$ cat config.mk
export PLATFORM = sky130hd
export DESIGN_NAME = pc_redirect_ctrl
export DESIGN_NICKNAME = d
export VERILOG_FILES = /design/src/rtl/pc_redirect_ctrl.sv
export SDC_FILE = /design/constraint.sdc
export NUM_CORES = 1
export LEC_CHECK = 0
export ABC_AREA = 1
export BUFFER_PORTS_ARGS = -buffer_cell sky130_fd_sc_hd__buf_2
export CORE_UTILIZATION = 30
export CTS_CLUSTER_SIZE = 10
export DETAILED_ROUTE_END_ITERATION = 10
export PLACE_DENSITY = 0.61
export SLEW_MARGIN = 40
export SYNTH_ARGS = -nofsm -noshare
export SYNTH_HDL_FRONTEND = slang
export SYNTH_SLANG_ARGS = --single-unit
$ cat constraint.sdc
create_clock -name clk -period 2.16 [get_ports clk]
set_input_delay 0.108 -clock clk [delete_from_list [all_inputs] [get_ports clk]]
set_output_delay 0.108 -clock clk [all_outputs]
set_load 0.01 [all_outputs]
$ cat src/rtl/pc_redirect_ctrl.sv
// pc_redirect_ctrl: sequences immediate sign-extension, branch-target computation and
// condition resolution for control-flow instructions, then issues a PC redirect with a
// one-cycle flush to fetch. One instruction in flight at a time.
module pc_redirect_ctrl (
  input  logic        clk,
  input  logic        rst_n,
  input  logic        instr_valid,
  output logic        instr_ready,
  input  logic [5:0]  opcode,
  input  logic [15:0] imm16,
  input  logic [25:0] imm26,
  input  logic [31:0] rs_data,
  input  logic [31:0] pc_in,
  output logic        redirect_valid,
  input  logic        redirect_ready,
  output logic [31:0] redirect_pc,
  output logic        flush,
  output logic [15:0] redirect_cnt
);

  localparam logic [5:0] OP_BRA  = 6'b010110;
  localparam logic [5:0] OP_JUMP = 6'b010101;

  typedef enum logic [1:0] {StIdle, StExt, StCalc, StResp} state_e;

  state_e      state_q;
  logic [5:0]  opcode_q;
  logic [15:0] imm16_q;
  logic [25:0] imm26_q;
  logic [31:0] rs_q;
  logic [31:0] pc_q;
  logic [31:0] offset_q;
  logic        first_q;

  logic        is_jump;
  logic        taken;
  logic [31:0] target;

  // Branch condition and word-aligned target, evaluated from captured operands
  always_comb begin
    is_jump = (opcode_q == OP_JUMP);
    taken   = is_jump || (rs_q != 32'd0);
    // Offset bits shifted past bit 31 are intentionally dropped (modulo 2^32)
    target  = pc_q + 32'd4 + (offset_q << 2);
  end

  // Handshake/flush outputs decoded from registered state and first-cycle flag
  always_comb begin
    instr_ready    = (state_q == StIdle);
    redirect_valid = (state_q == StResp);
    flush          = (state_q == StResp) && first_q;
  end

  // Controller FSM with registered datapath and redirect outputs
  always_ff @(posedge clk) begin
    if (!rst_n) begin
      state_q      <= StIdle;
      opcode_q     <= 6'd0;
      imm16_q      <= 16'd0;
      imm26_q      <= 26'd0;
      rs_q         <= 32'd0;
      pc_q         <= 32'd0;
      offset_q     <= 32'd0;
      first_q      <= 1'b0;
      redirect_pc  <= 32'd0;
      redirect_cnt <= 16'd0;
    end else begin
      unique case (state_q)
        StIdle: begin
          if (instr_valid) begin
            opcode_q <= opcode;
            imm16_q  <= imm16;
            imm26_q  <= imm26;
            rs_q     <= rs_data;
            pc_q     <= pc_in;
            // Non-control opcodes are consumed here without any further action
            if (opcode == OP_BRA || opcode == OP_JUMP) begin
              state_q <= StExt;
            end
          end
        end
        StExt: begin
          offset_q <= is_jump ? {{6{imm26_q[25]}}, imm26_q} : {{16{imm16_q[15]}}, imm16_q};
          state_q  <= StCalc;
        end
        StCalc: begin
          if (taken) begin
            redirect_pc <= target;
            first_q     <= 1'b1;
            state_q     <= StResp;
          end else begin
            state_q <= StIdle;
          end
        end
        StResp: begin
          first_q <= 1'b0;
          if (redirect_ready) begin
            redirect_cnt <= redirect_cnt + 16'd1;
            state_q      <= StIdle;
          end
        end
        default: state_q <= StIdle;
      endcase
    end
  end

endmodule

# Word-level counts from Yosys, hierarchy flattened

Cells that the tools add are included.
W data, S select, Z words.

Multiply operators: 0
Shift-type cells: 0
Equal/unequal tests: 10
Order comparisons: 0
Div/mod/pow operators: 0
Mux-type cells: 8
Reduce and logical (&&, ||, !) cells: 11
Bitwise operators: 0
Add/sub/neg operators: 3

Operators with widths:

| operator                | number |
|---|---|
| $add A32 B3 Y32 const B | 1 |
| $add A32 B32 Y32        | 1 |
| $reduce_bool A32 Y1     | 1 |
| $mux W30                | 1 |
| $eq A6 B5 Y1 const B    | 3 |
| $add A16 B1 Y16 const B | 1 |
| $mux W2                 | 4 |
| $pmux W2 S4             | 1 |
| $reduce_and A2 Y1       | 4 |
| $eq A2 B2 Y1 const B    | 2 |
| $ne A2 B1 Y1 const B    | 2 |
| $ne A2 B2 Y1 const B    | 2 |
| $reduce_and A3 Y1       | 1 |
| $eq A2 B1 Y1 const B    | 1 |
| $logic_not A2 Y1        | 1 |
| $logic_or A1 B1 Y1      | 2 |
| $pmux W1 S2             | 1 |
| $reduce_bool A2 Y1      | 1 |
| $logic_and A1 B1 Y1     | 1 |
| $mux W1                 | 1 |

RAM bits: 0
ROM bits: 0
Flip-flop bits (word level): 193
Memories kept: 0
Output and inout bits: 51
Input port bits: 116
Logic and storage cells: 42
Latch bits: 0

# Logic depth before layout (Yosys ltp)

Gate-level depths: netlist of run 1.

Depth in word-level cells: 5
Gate-level depth with buffers: 15
Mapped depth without buffers: 15

# Least setup slack after synthesis of run 1

No wires, ideal clock.

Path kind: reg2reg
Start point: register pc_q[3]
End point: register redirect_pc[23]
Setup time: 0.109 ns
Setup slack: 0.095 ns
Required time: 2.051 ns
Clock period less this slack: 2.065 ns
Cell stages (with the launch flop): 14
Arrival time: 1.956 ns
Buffers on the path: 0
Cell sequence: dfxtp_1 > ha_1 > ha_1 > fa_1 > nand3_1 > nand3_1 > nand3_1 > nand3b_1 > nand2_1 > nand2_1 > nand2_1 > nand3_1 > nand2_1 > inv_1

Longest elaborated chain between the ends: 2

Ends and longest elaborated chain:

| what                   | line | RTL |
|---|---|---|
| start, declared        | 31   | `logic [31:0] pc_q;` |
| start signal, assigned | 75   | `pc_q <= pc_in;` |
| $add A32 B3 Y32        | 44   | `target = pc_q + 32'd4 + (offset_q << 2);` |
| $add A32 B32 Y32       | 44   |  |
| end signal, assigned   | 88   | `redirect_pc <= target;` |
| end, declared          | 16   | `output logic [31:0] redirect_pc,` |

No other way between the ends.
A chain may end at the register's enable or synchronous reset.

# Final worst setup path of run 1

Start point: register pc_q[25]
End point: register redirect_pc[28]

The elaborated chain is that of the path after synthesis.

==> qor.txt, run 1 <==
WL/cell: 13.0 um
Starting Density: 30.4%
Top cells by count, synth: nor2_1, nand2_1, inv_1, dfxtp_1, o21ai_0
Startpoint types: register
Storage cell area: 0.00379 mm^2
Slowest Stage Delay on Critical Path: 0.39 ns
Multi-input logic area: 0.00517 mm^2
Area Overhead vs Synth: 34.3%
Sequential area share after synthesis: 39.4%
Status: finished, final reports clean
VDD IR-drop max: 0.394 mV
Die Width: 181 um
Drt pass-1 iters: 5
Pleak: 6.35 nW
Worst Setup End Kind: register
Syn Nets: 1,567
Top Layer Used: met4
Placement Rows: 65
Fmax: 488 MHz
Top cell type's share of synthesized area: 39.4%
Flops & latches, synth: 189
Iter 0 DRT Violations: 389
Tightest Pin Transition: 0.480 ns
Placed Instances: 1,935
Final nets: 1,832
Vias: 9,313
Total I/O pin count: 167
Core footprint: 0.0316 mm^2
Hold/Removal Path Class: in2reg
Final Setup Violations: 0
Period utilization: 94.9%
Fin. max-slew vios: 0
Clock Sinks: 189
Synth Cell Area: 0.00960 mm^2
Vias per std cell: 4.49
Final ANT Viol Nets: 0
Count of input and output buffers: 166
Vias in the first global route: 8,797
Reg-to-reg slack, setup: 0.11 ns
H-Tree Depth: 4
Total negative slack: 0 ns
Initial antenna violation count: 1
Largest net degree at the start of global routing: 62
Critical Path Start: pc_q[25]
Slew margin rel.: 68.0%
Final GP Congestion: 0.832
PwrDens: 616 mW/mm^2
Syn Inst Count: 1,392
Avg Inst Size Synth: 6.90 um^2
Yosys cell types: 41
Layout fillers: 3,274
CP most frequent cell: nand2_1
CTS buffer count: 17
Skew final: 0.00913 ns
GR Util All Layers: 16.7%
First-pass GRT wire length: 43,600 um
Crit-path max FO: 4
Number of synthesized flops with an enable pin: 0
Remaining Overflow, GRT: 0
Leading area contributor after synthesis: dfxtp_1
Main area contributors after synthesis: dfxtp_1, nor2_1, nand2_1
Post-synth top flop: dfxtp_1
Met1 wire length: 13,400 um
Async S/R FF share, synth: 0%
Die ar.: 0.0327 mm^2
Post-route insts no fill: 2,073
Most frequent cell after synthesis: nor2_1
Post-DP HPWL: 19,700 um
CTS tree: done
Crit path time final: 2.05 ns
Crit path max-delay cell type: ha_1
Post-route DRC: 0
Die Ht: 181 um
Worst path required time: 2.51 ns
Worst-path clk slew: 0.07 ns
R2r endpoint: redirect_pc[28]
Max_cap viols: 0
Max clock buf depth: 2
Crit path to: redirect_pc[28]
Root Driver: clkbuf_16
Final Hold Vio Count: 0
Reg2reg start: pc_q[25]
Drt total wl: 27,000 um
Total length of routed met3 wires: 732 um
RSZ-0062 raised after global routing: true
Layout cell share with drive strength beyond 1: 19.2%
Worst-skew pair later-pin latency: 0.44 ns
Placed Area: 0.0110 mm^2
WP data arrival: 2.40 ns
Reg2Reg Depth: 11
YS warnings: 0
WL met2: 12,400 um
CP cell instances: ha_1, ha_1, nand2_1, nor2_1, nand2_1, nor2_1, nand2_1, nand4_1, nand3_1, nand2_1, inv_1
Setup CP Type: reg2reg
Final Instance Area: 0.0129 mm^2
placed cells by master, fill, tap and decap left out, types with 3 or more instances in the layout:
cell / n
a21oi_1: 67
a21oi_2: 6
buf_2: 165
buf_4: 34
clkbuf_16: 17
clkinv_2: 4
clkinv_4: 3
dfxtp_1: 184
dfxtp_2: 5
dlygate4sd3_1: 104
ha_1: 35
ha_2: 9
ha_4: 14
inv_1: 189
inv_2: 6
inv_6: 3
nand2_1: 243
nand2_2: 8
nand3_1: 30
nand3_2: 7
nand3b_1: 5
nand4_1: 9
nor2_1: 271
nor2_2: 17
nor2_4: 6
nor3_1: 7
o211ai_1: 30
o21ai_0: 126
o21ai_1: 13
o221ai_1: 11
xor2_1: 12
cell families (layout without fill, tap and decap cells):
family	Yosys count	in the layout	share of synthesized area [%]
and+or+nand+nor	616	616	26.2
buffers and inverters	254	532	10.4
xor gates and xnor gates	14	14	1.28
other	0	1	0
AOI/OAI and AO/OA	260	260	14.9
DFF	189	189	39.4
adders and majority gates	59	59	7.77
metal layers:
metal / vias to the layer above / global-route usage [%]
met3: 28 / 2.76
met2: 147 / 27.6
li1: 4962 / -
met1: 4176 / 22.0
met4: 0 / 5.78
met5: - / 0
flip-flops by register name, summed over array words and instances, names as in the netlist:
signal,cells
redirect_pc,32
imm16_q,16
imm26_q,26
redirect_cnt,16
first_q,1
pc_q,32
offset_q,26
opcode_q,6
state_q,2
rs_q,32
per-stage QoR:
step | total power [mW] | setup slack, ns | hold slack (ns) | utilization, %
floorplan | 4.49 | 0.0950 | 0.252 | -
global placement | 4.84 | -0.107 | 0.361 | 34.7
detailed placement | 4.86 | -0.108 | 0.364 | 34.7
CTS | 7.95 | 0.00429 | 0.00141 | 39.8
global route | 8.38 | -0.0386 | 0.00158 | 40.9
finish | 7.94 | 0.110 | 0.0126 | 40.9
worst max-delay path, delay by kind of cell, from the launching register on:
family	cells	cell delay [ns]
fa+ha+maj	2	0.69
simple gates	8	0.90
buf+inv	1	0.03
flops	1	0.32
final cells by class:
cell class	instances	area share (%)
multi-input combinational	949	40.1
timing repair buffer	305	16.8
antenna	1	0.0194
inverter	195	5.68
clock inverter	12	0.679
sequential	189	29.4
clock buffer	20	3.46
tap	402	3.90
worst min path at each step:
stage	from	end	slack, ns	cells past startpoint
final	imm26[9]	imm26_q[9]	0.01	3
after floorplan	opcode[4]	opcode_q[4]	0.25	2
after CTS	imm26[9]	imm26_q[9]	0.001	3
after detailed placement	rs_data[17]	rs_q[17]	0.36	3
after global routing	imm26[9]	imm26_q[9]	0.002	3
after global placement	rs_data[5]	rs_q[5]	0.36	3
power breakdown:
part	internal (mW)	leakage, nW	total, mW	switching, mW
sequential	3.70	1.55	3.80	0.101
clock	1.51	0.261	2.93	1.42
combinational	0.563	4.53	1.21	0.651
total	5.77	6.35	7.94	2.17
what timing repair did:
action,in CTS,in global routing
endpoints found under the setup margin,9,21
hold endpoints to repair,104,0
setup buffers,0,1
gates resized for setup,5,82
pin swaps,3,11
hold buffers,104,0
No activity file was read; power rests on OpenSTA's default activity.
==> run 2: changes to the inputs <==
--- a/config.mk
+++ b/config.mk
@@ -10,7 +10,7 @@
 export CORE_UTILIZATION = 30
 export CTS_CLUSTER_SIZE = 10
 export DETAILED_ROUTE_END_ITERATION = 10
-export PLACE_DENSITY = 0.61
+export PLACE_DENSITY = 0.59
 export SLEW_MARGIN = 40
 export SYNTH_ARGS = -nofsm -noshare
 export SYNTH_HDL_FRONTEND = slang
==> constraint.sdc (replaced) <==
create_clock -name clk -period 2 [get_ports clk]
set_input_delay 0.1 -clock clk [delete_from_list [all_inputs] [get_ports clk]]
set_output_delay 0.1 -clock clk [all_outputs]
set_load 0.01 [all_outputs]
==> run 2 against run 1 <==
The run now ends with setup timing left. Sequential share of layout area fell by 2.1 points. Critical endpoint is now redirect_pc[15]. Count of clock-buffer cells in the layout fell by 2. Wire length rose by 5.1%. Design area rose by 8.4%. Register-to-register slack got worse by 0.16 ns. Largest power group unchanged. Core utilization rose by 3.5 points.
==> qor.txt, run 2 (synthesis gave the netlist of run 1 again) <==
Final nets: 1,875 (+2.3%)
Vias in the first global route: 9,040 (+2.8%)
P_sw: 2.54 mW (+17%)
H-Tree Depth: 4 (unchanged)
Worst path required time: 2.34 ns (-0.17 ns)
Clock Sinks: 189 (unchanged)
Post-route insts no fill: 2,116 (+2.1%)
Placed Instances: 1,973 (+2.0%)
Area Overhead vs Synth: 45.7%
Fin Hold WS: 0.00944 ns (-0.00320 ns)
Placement Rows: 65 (unchanged)
Drt total wl: 28,400 um (+5.1%)
RSZ-0062 raised after global routing: true
WL/cell: 13.4 um (+3.0%)
CTS buffer count: 17 (unchanged)
Root Driver: clkbuf_16
Die ar.: 0.0327 mm^2 (unchanged)
GR Util All Layers: 17.4% (+0.64 points)
Setup CP Type: reg2reg
Largest net degree at the start of global routing: 114 (+84%)
Tightest Pin Transition: 0.479 ns (-0.000480 ns)
Remaining Overflow, GRT: 0 (unchanged)
Max_cap viols: 0 (unchanged)
Vias per std cell: 4.50 (+0.21%)
Initial antenna violation count: 1 (unchanged)
Drt pass-1 iters: 5 (unchanged)
Logic gate share of total power: 16.6% (+1.3 points)
Commonest non-fill, non-tap cells in the layout: nor2_1, nand2_1, inv_1
Internal power: 6.65 mW (+15%)
Crit path max-delay cell type: fa_2
Clock share of power: 38.5% (+1.6 points)
Final Setup Violations: 2 (+2)
CTS tree: done
Switching share of power: 27.7% (+0.35 points)
Worst Setup End Kind: register
Post-DP HPWL: 20,000 um (+1.2%)
Startpoint types: register
VDD IR-drop max: 0.555 mV (+41%)
CP cell instances: ha_4, ha_4, fa_2, nand3_2, nand3_4, nand3_2, nand3b_1, buf_4, xor2_1, nor2_1, nor2_1
Fmax: 488 MHz (about the same)
Skew final: 0.0135 ns (+0.00438 ns)
Post-route DRC: 0 (unchanged)
Die Width: 181 um (unchanged)
Seq pwr share: 44.9% (-3.0 points)
Slowest Stage Delay on Critical Path: 0.35 ns (-0.04 ns)
Crit path buf inv count: 1 (unchanged)
Core footprint: 0.0316 mm^2 (unchanged)
Commonest non-fill, non-tap cell in the layout: nor2_1
Largest regs: pc_q x32, redirect_pc x32, rs_q x32
Max clock buf depth: 2 (unchanged)
Crit path time final: 2.05 ns (+0.000331 ns)
WP data arrival: 2.39 ns (about the same)
Iter 0 DRT Violations: 517 (+33%)
Pleak: 6.63 nW (+4.5%)
Final GP Congestion: 0.858 (+3.1%)
Final ANT Viol Nets: 0 (unchanged)
First-pass GRT wire length: 45,400 um (+4.1%)
Final Hold Vio Count: 0 (unchanged)
Total I/O pin count: 167 (unchanged)
PwrDens: 658 mW/mm^2 (+6.8%)
Worst-path clk slew: 0.07 ns (about the same)
Fin worst setup slack: -0.0503 ns (-0.160 ns)
Status: finished with violations
Count of input and output buffers: 166 (unchanged)
Period utilization: 103% (+7.6 points)
Fin. max-slew vios: 0 (unchanged)
Crit path max-delay family: adder cells
Worst-skew pair later-pin latency: 0.45 ns (about the same)
Layout cell share with drive strength beyond 1: 26.0% (+6.9 points)
Failing checks: setup timing
Starting Density: 30.4% (unchanged)
Slew margin rel.: 68.0% (about the same)
Crit-path max FO: 4 (unchanged)
Layout fillers: 3,125 (-4.6%)
Die Ht: 181 um (unchanged)
Hold/Removal Path Class: in2reg
Vias: 9,526 (+2.3%)
==> run 2: changes by cell type in the layout (fill, tap and decap cells not counted), sizes merged <==
cell,delta
clkbuf,-2
inv,+4
bufinv,+2
buf,+42
dlygate4sd3,+1
clkinvlp,-1
clkinv,-3
==> run 2: final timing paths <==
kind / startpoint / to / slack [ns] / depth (start not counted)
hold reg to reg: imm26_q[22] / imm26_q[22] / 0.45 / 2
setup reg to reg: pc_q[3] / redirect_pc[15] / -0.05 / 11
hold / removal: rst_n / offset_q[28] / 0.009 / 3
setup / recovery: pc_q[3] / redirect_pc[15] / -0.05 / 11
==> run 2: stage by stage <==
| stage | area [um^2] | util (%) | setup WS [ns] | setup TNS [ns] | total power, mW |
|---|---|---|---|---|---|
| after floorplan | 9610 | - | 0.0278 | 0 | 4.85 |
| after global routing | 14000 | 44.3 | -0.142 | -0.745 | 9.67 |
| final | 14000 | 44.3 | -0.0503 | -0.0650 | 9.20 |
| after global placement | 11300 | 35.9 | -0.185 | -1.40 | 5.30 |
| after detailed placement | 11300 | 35.9 | -0.188 | -1.92 | 5.32 |
| after CTS | 13300 | 42.3 | -0.0206 | -0.0206 | 9.15 |
==> run 2: layout make-up <==
class	instances	area, um^2	area share (%)
Antenna cell	1	2.50	0.0179
Clock buffer	18	429	3.07
Clock inverter	14	179	1.28
Inverter	195	732	5.23
Multi-Input combinational cell	949	5770	41.3
Sequential cell	189	3820	27.3
Tap cell	402	503	3.60
Timing Repair Buffer	348	2550	18.2
==> run 2: repair_timing <==
item / in CTS / in global routing
endpoints found under the setup margin: 20 / 24
endpoints found under the hold margin: 105 / 0
gates cloned: 0 / 0
buffers inserted: 1 / 4
pin swaps: 11 / 26
gates resized for setup: 60 / 115
hold buffers: 105 / 0
==> run 2: layer usage <==
metal / GRT usage, % / wire, um / vias to the layer above
li1: - / - / 5052
met1: 23.9 / 14100 / 4291
met2: 28.0 / 13000 / 160
met3: 2.88 / 896 / 23
met4: 4.65 / 386 / 0
met5: 0 / 0 / -
==> run 2: power groups by stage <==
stage          logic (mW)  clock network [mW]  registers (mW)
2_1_floorplan       0.683                   0            4.17
3_3_place_gp         1.11                   0            4.18
3_5_place_dp         1.13                   0            4.19
4_1_cts              1.40                3.64            4.11
5_1_grt              1.70                3.81            4.16
6_report             1.52                3.54            4.13
==> run 2: worst register-to-register path: stages, from the launching register on <==
cell	delay [ns]
dfxtp_2	0.34
ha_4	0.24
ha_4	0.16
fa_2	0.35
nand3_2	0.09
nand3_4	0.09
nand3_2	0.07
nand3b_1	0.16
buf_4	0.19
xor2_1	0.13
nor2_1	0.10
nor2_1	0.04
==> run 3: changes to the inputs <==
--- a/config.mk
+++ b/config.mk
@@ -10,7 +10,9 @@
 export CORE_UTILIZATION = 30
 export CTS_CLUSTER_SIZE = 10
 export DETAILED_ROUTE_END_ITERATION = 10
+export HOLD_SLACK_MARGIN = 0.1
 export PLACE_DENSITY = 0.59
+export SKIP_LAST_GASP = 1
 export SLEW_MARGIN = 40
 export SYNTH_ARGS = -nofsm -noshare
 export SYNTH_HDL_FRONTEND = slang
==> run 3 against run 2 <==
Core utilization down 0.083 points. Design area down 0.19%. Via count about the same. Critical path type unchanged. Die area unchanged. Final cell count up 0.38%. Sequential share of layout area about the same. The run still ends with setup timing left. Worst hold slack better by 0.23 ns. Count of clock-buffer cells in the layout unchanged. Wire length down 0.11%. First-iteration DRC count down 3.9%. Sequential power about the same.
==> qor.txt, run 3 (synthesis gave the netlist of run 1 again) <==
Commonest non-fill, non-tap cells in the layout: nor2_1, nand2_1, inv_1
Largest net degree at the start of global routing: 114 (unchanged)
Period utilization: 102% (-0.17 points)
Drt total wl: 28,400 um (-0.11%)
RSZ-0062 raised after global routing: true
Area Overhead vs Synth: 45.4%
Worst Setup End Kind: register
Slew margin rel.: 66.4% (-1.7 points)
Internal power: 6.65 mW (about the same)
Reg2Reg Depth: 11 (unchanged)
Hold path cells: 4 (+1)
Layout fillers: 3,128 (+0.096%)
Vias: 9,530 (+0.042%)
Placed Instances: 1,973 (unchanged)
Met1 Use GR: 23.9% (about the same)
Post-route insts no fill: 2,124 (+0.38%)
Initial antenna violation count: 1 (unchanged)
Vias in the first global route: 9,119 (+0.87%)
Commonest non-fill, non-tap cell in the layout: nor2_1
Starting Density: 30.4% (unchanged)
P_sw: 2.54 mW (about the same)
Die Ht: 181 um (unchanged)
Reg2reg start: pc_q[3]
Critical hold path startpoint: instr_valid
Fin worst setup slack: -0.0470 ns (+0.00336 ns)
Fmax: 489 MHz (+0.16%)
Crit path max-delay cell type: fa_2
Fin. max-slew vios: 0 (unchanged)
Failing checks: setup timing
Clock Sinks: 189 (unchanged)
CP cell instances: ha_4, ha_4, fa_2, nand3_2, nand3_4, nand3_2, nand3b_1, buf_4, xor2_1, nor2_1, nor2_1
Die Width: 181 um (unchanged)
Core footprint: 0.0316 mm^2 (unchanged)
Die ar.: 0.0327 mm^2 (unchanged)
Post-route DRC: 0 (unchanged)
Tightest Pin Transition: 0.499 ns (+0.0195 ns)
Setup CP Type: reg2reg
Startpoint types: register
Slowest Stage Delay on Critical Path: 0.35 ns (about the same)
Final nets: 1,883 (+0.43%)
Logic gate share of total power: 16.5% (about the same)
Hold/Removal Path Class: in2reg
Iter 0 DRT Violations: 497 (-3.9%)
Largest regs: pc_q x32, redirect_pc x32, rs_q x32
Reg-to-reg slack, setup: -0.05 ns (about the same)
Pleak: 6.67 nW (+0.56%)
Total negative slack: -0.0470 ns (+0.0180 ns)
Worst-skew pair later-pin latency: 0.45 ns (about the same)
Switching share of power: 27.7% (about the same)
Vias per std cell: 4.49 (-0.33%)
Max_cap viols: 0 (unchanged)
Placement Rows: 65 (unchanged)
Final ANT Viol Nets: 0 (unchanged)
Final Hold Vio Count: 0 (unchanged)
CTS buffer count: 17 (unchanged)
Final Setup Violations: 1 (-1)
Status: finished with violations
CTS tree: done
Worst path required time: 2.34 ns (about the same)
H-Tree Depth: 4 (unchanged)
Layout cell share with drive strength beyond 1: 25.2% (-0.88 points)
Seq pwr share: 44.9% (about the same)
Worst Hold Path EP: state_q[0]
PwrDens: 658 mW/mm^2 (+0.12%)
R2r endpoint: redirect_pc[15]
WP data arrival: 2.39 ns (about the same)
Drt pass-1 iters: 5 (unchanged)
Crit-path max FO: 4 (unchanged)
Top Usage Layer GRT: met2
WL/cell: 13.4 um (-0.49%)
Final GP Congestion: 0.858 (unchanged)
Skew final: 0.0120 ns (-0.00149 ns)
Root Driver: clkbuf_16
Remaining Overflow, GRT: 0 (unchanged)
Pre-CTS WS: -0.188 ns (unchanged)
Worst-path clk slew: 0.07 ns (about the same)
VDD IR-drop max: 0.557 mV (+0.24%)
GR Util All Layers: 17.5% (+0.14 points)
Max clock buf depth: 2 (unchanged)
Post-DP HPWL: 20,000 um (unchanged)
Count of input and output buffers: 166 (unchanged)
Met2 Usage GRT: 28.3% (+0.23 points)
Total I/O pin count: 167 (unchanged)
Clock share of power: 38.7% (+0.2 points)
GR Util met3: 2.98% (+0.10 points)
Crit path time final: 2.05 ns (-0.00336 ns)
First-pass GRT wire length: 45,800 um (+0.78%)
[run 3: cell types whose count changed in the layout (fill, tap and decap cells not counted), sizes merged]
cell         delta
buf             -1
dlygate4sd3     +9
[run 3: worst max path at each step]
stage	from	endpoint
global placement	pc_q[3]	redirect_pc[23]
global route	pc_q[2]	redirect_pc[15]
finish	pc_q[3]	redirect_pc[15]
floorplan	pc_q[3]	redirect_pc[23]
CTS	offset_q[1]	redirect_pc[23]
detailed placement	pc_q[3]	redirect_pc[23]
[run 3: per-layer routing]
layer  part of all wire (%)  vias to the layer above
li1                       -                     5069
met4                    1.7                        0
met3                    2.9                       26
met2                     45                      150
met5                      0                        -
met1                     50                     4285
[run 3: through the flow]
step           hold slack, ns  util [%]  cell area, um^2  total power, mW
2_1_floorplan           0.244         -             9610             4.85
3_3_place_gp            0.353      35.9            11300             5.30
3_5_place_dp            0.358      35.9            11300             5.32
4_1_cts                 0.202      42.5            13400             9.15
5_1_grt                 0.243      44.2            14000             9.66
6_report                0.238      44.2            14000             9.19
[run 3: critical path, delay by kind of cell (launching register included)]
kind | cells | cell delay [ns]
buffers and inverters | 1 | 0.18
AND/OR/NAND/NOR | 6 | 0.55
flip-flops | 1 | 0.34
XOR/XNOR | 1 | 0.13
adder cells (fa/ha/maj) | 3 | 0.75
[run 3: what timing repair did]
item | CTS | global route
hold endpoints to repair | 127 | 0
hold buffers | 114 | 0
resized for setup | 57 | 105
buffers inserted | 1 | 3
endpoints found under the setup margin | 20 | 25
pin swaps | 10 | 22
gates cloned | 0 | 0
[run 3: layout make-up]
| cell class | count | area [um^2] | area share (%) |
|---|---|---|---|
| flip-flops and latches | 189 | 3810 | 27.3 |
| inverters | 195 | 732 | 5.24 |
| well taps | 402 | 503 | 3.60 |
| diodes | 1 | 2.50 | 0.0179 |
| clock buffers | 18 | 429 | 3.07 |
| multi-input cells | 949 | 5670 | 40.6 |
| repair buffers | 356 | 2630 | 18.9 |
| clock inverters | 14 | 179 | 1.28 |
[run 3: power groups by stage]
stage | logic, mW | clock network, mW | registers, mW
2_1_floorplan | 0.683 | 0 | 4.17
5_1_grt | 1.70 | 3.81 | 4.15
3_3_place_gp | 1.11 | 0 | 4.18
4_1_cts | 1.40 | 3.64 | 4.11
6_report | 1.52 | 3.55 | 4.12
3_5_place_dp | 1.13 | 0 | 4.19
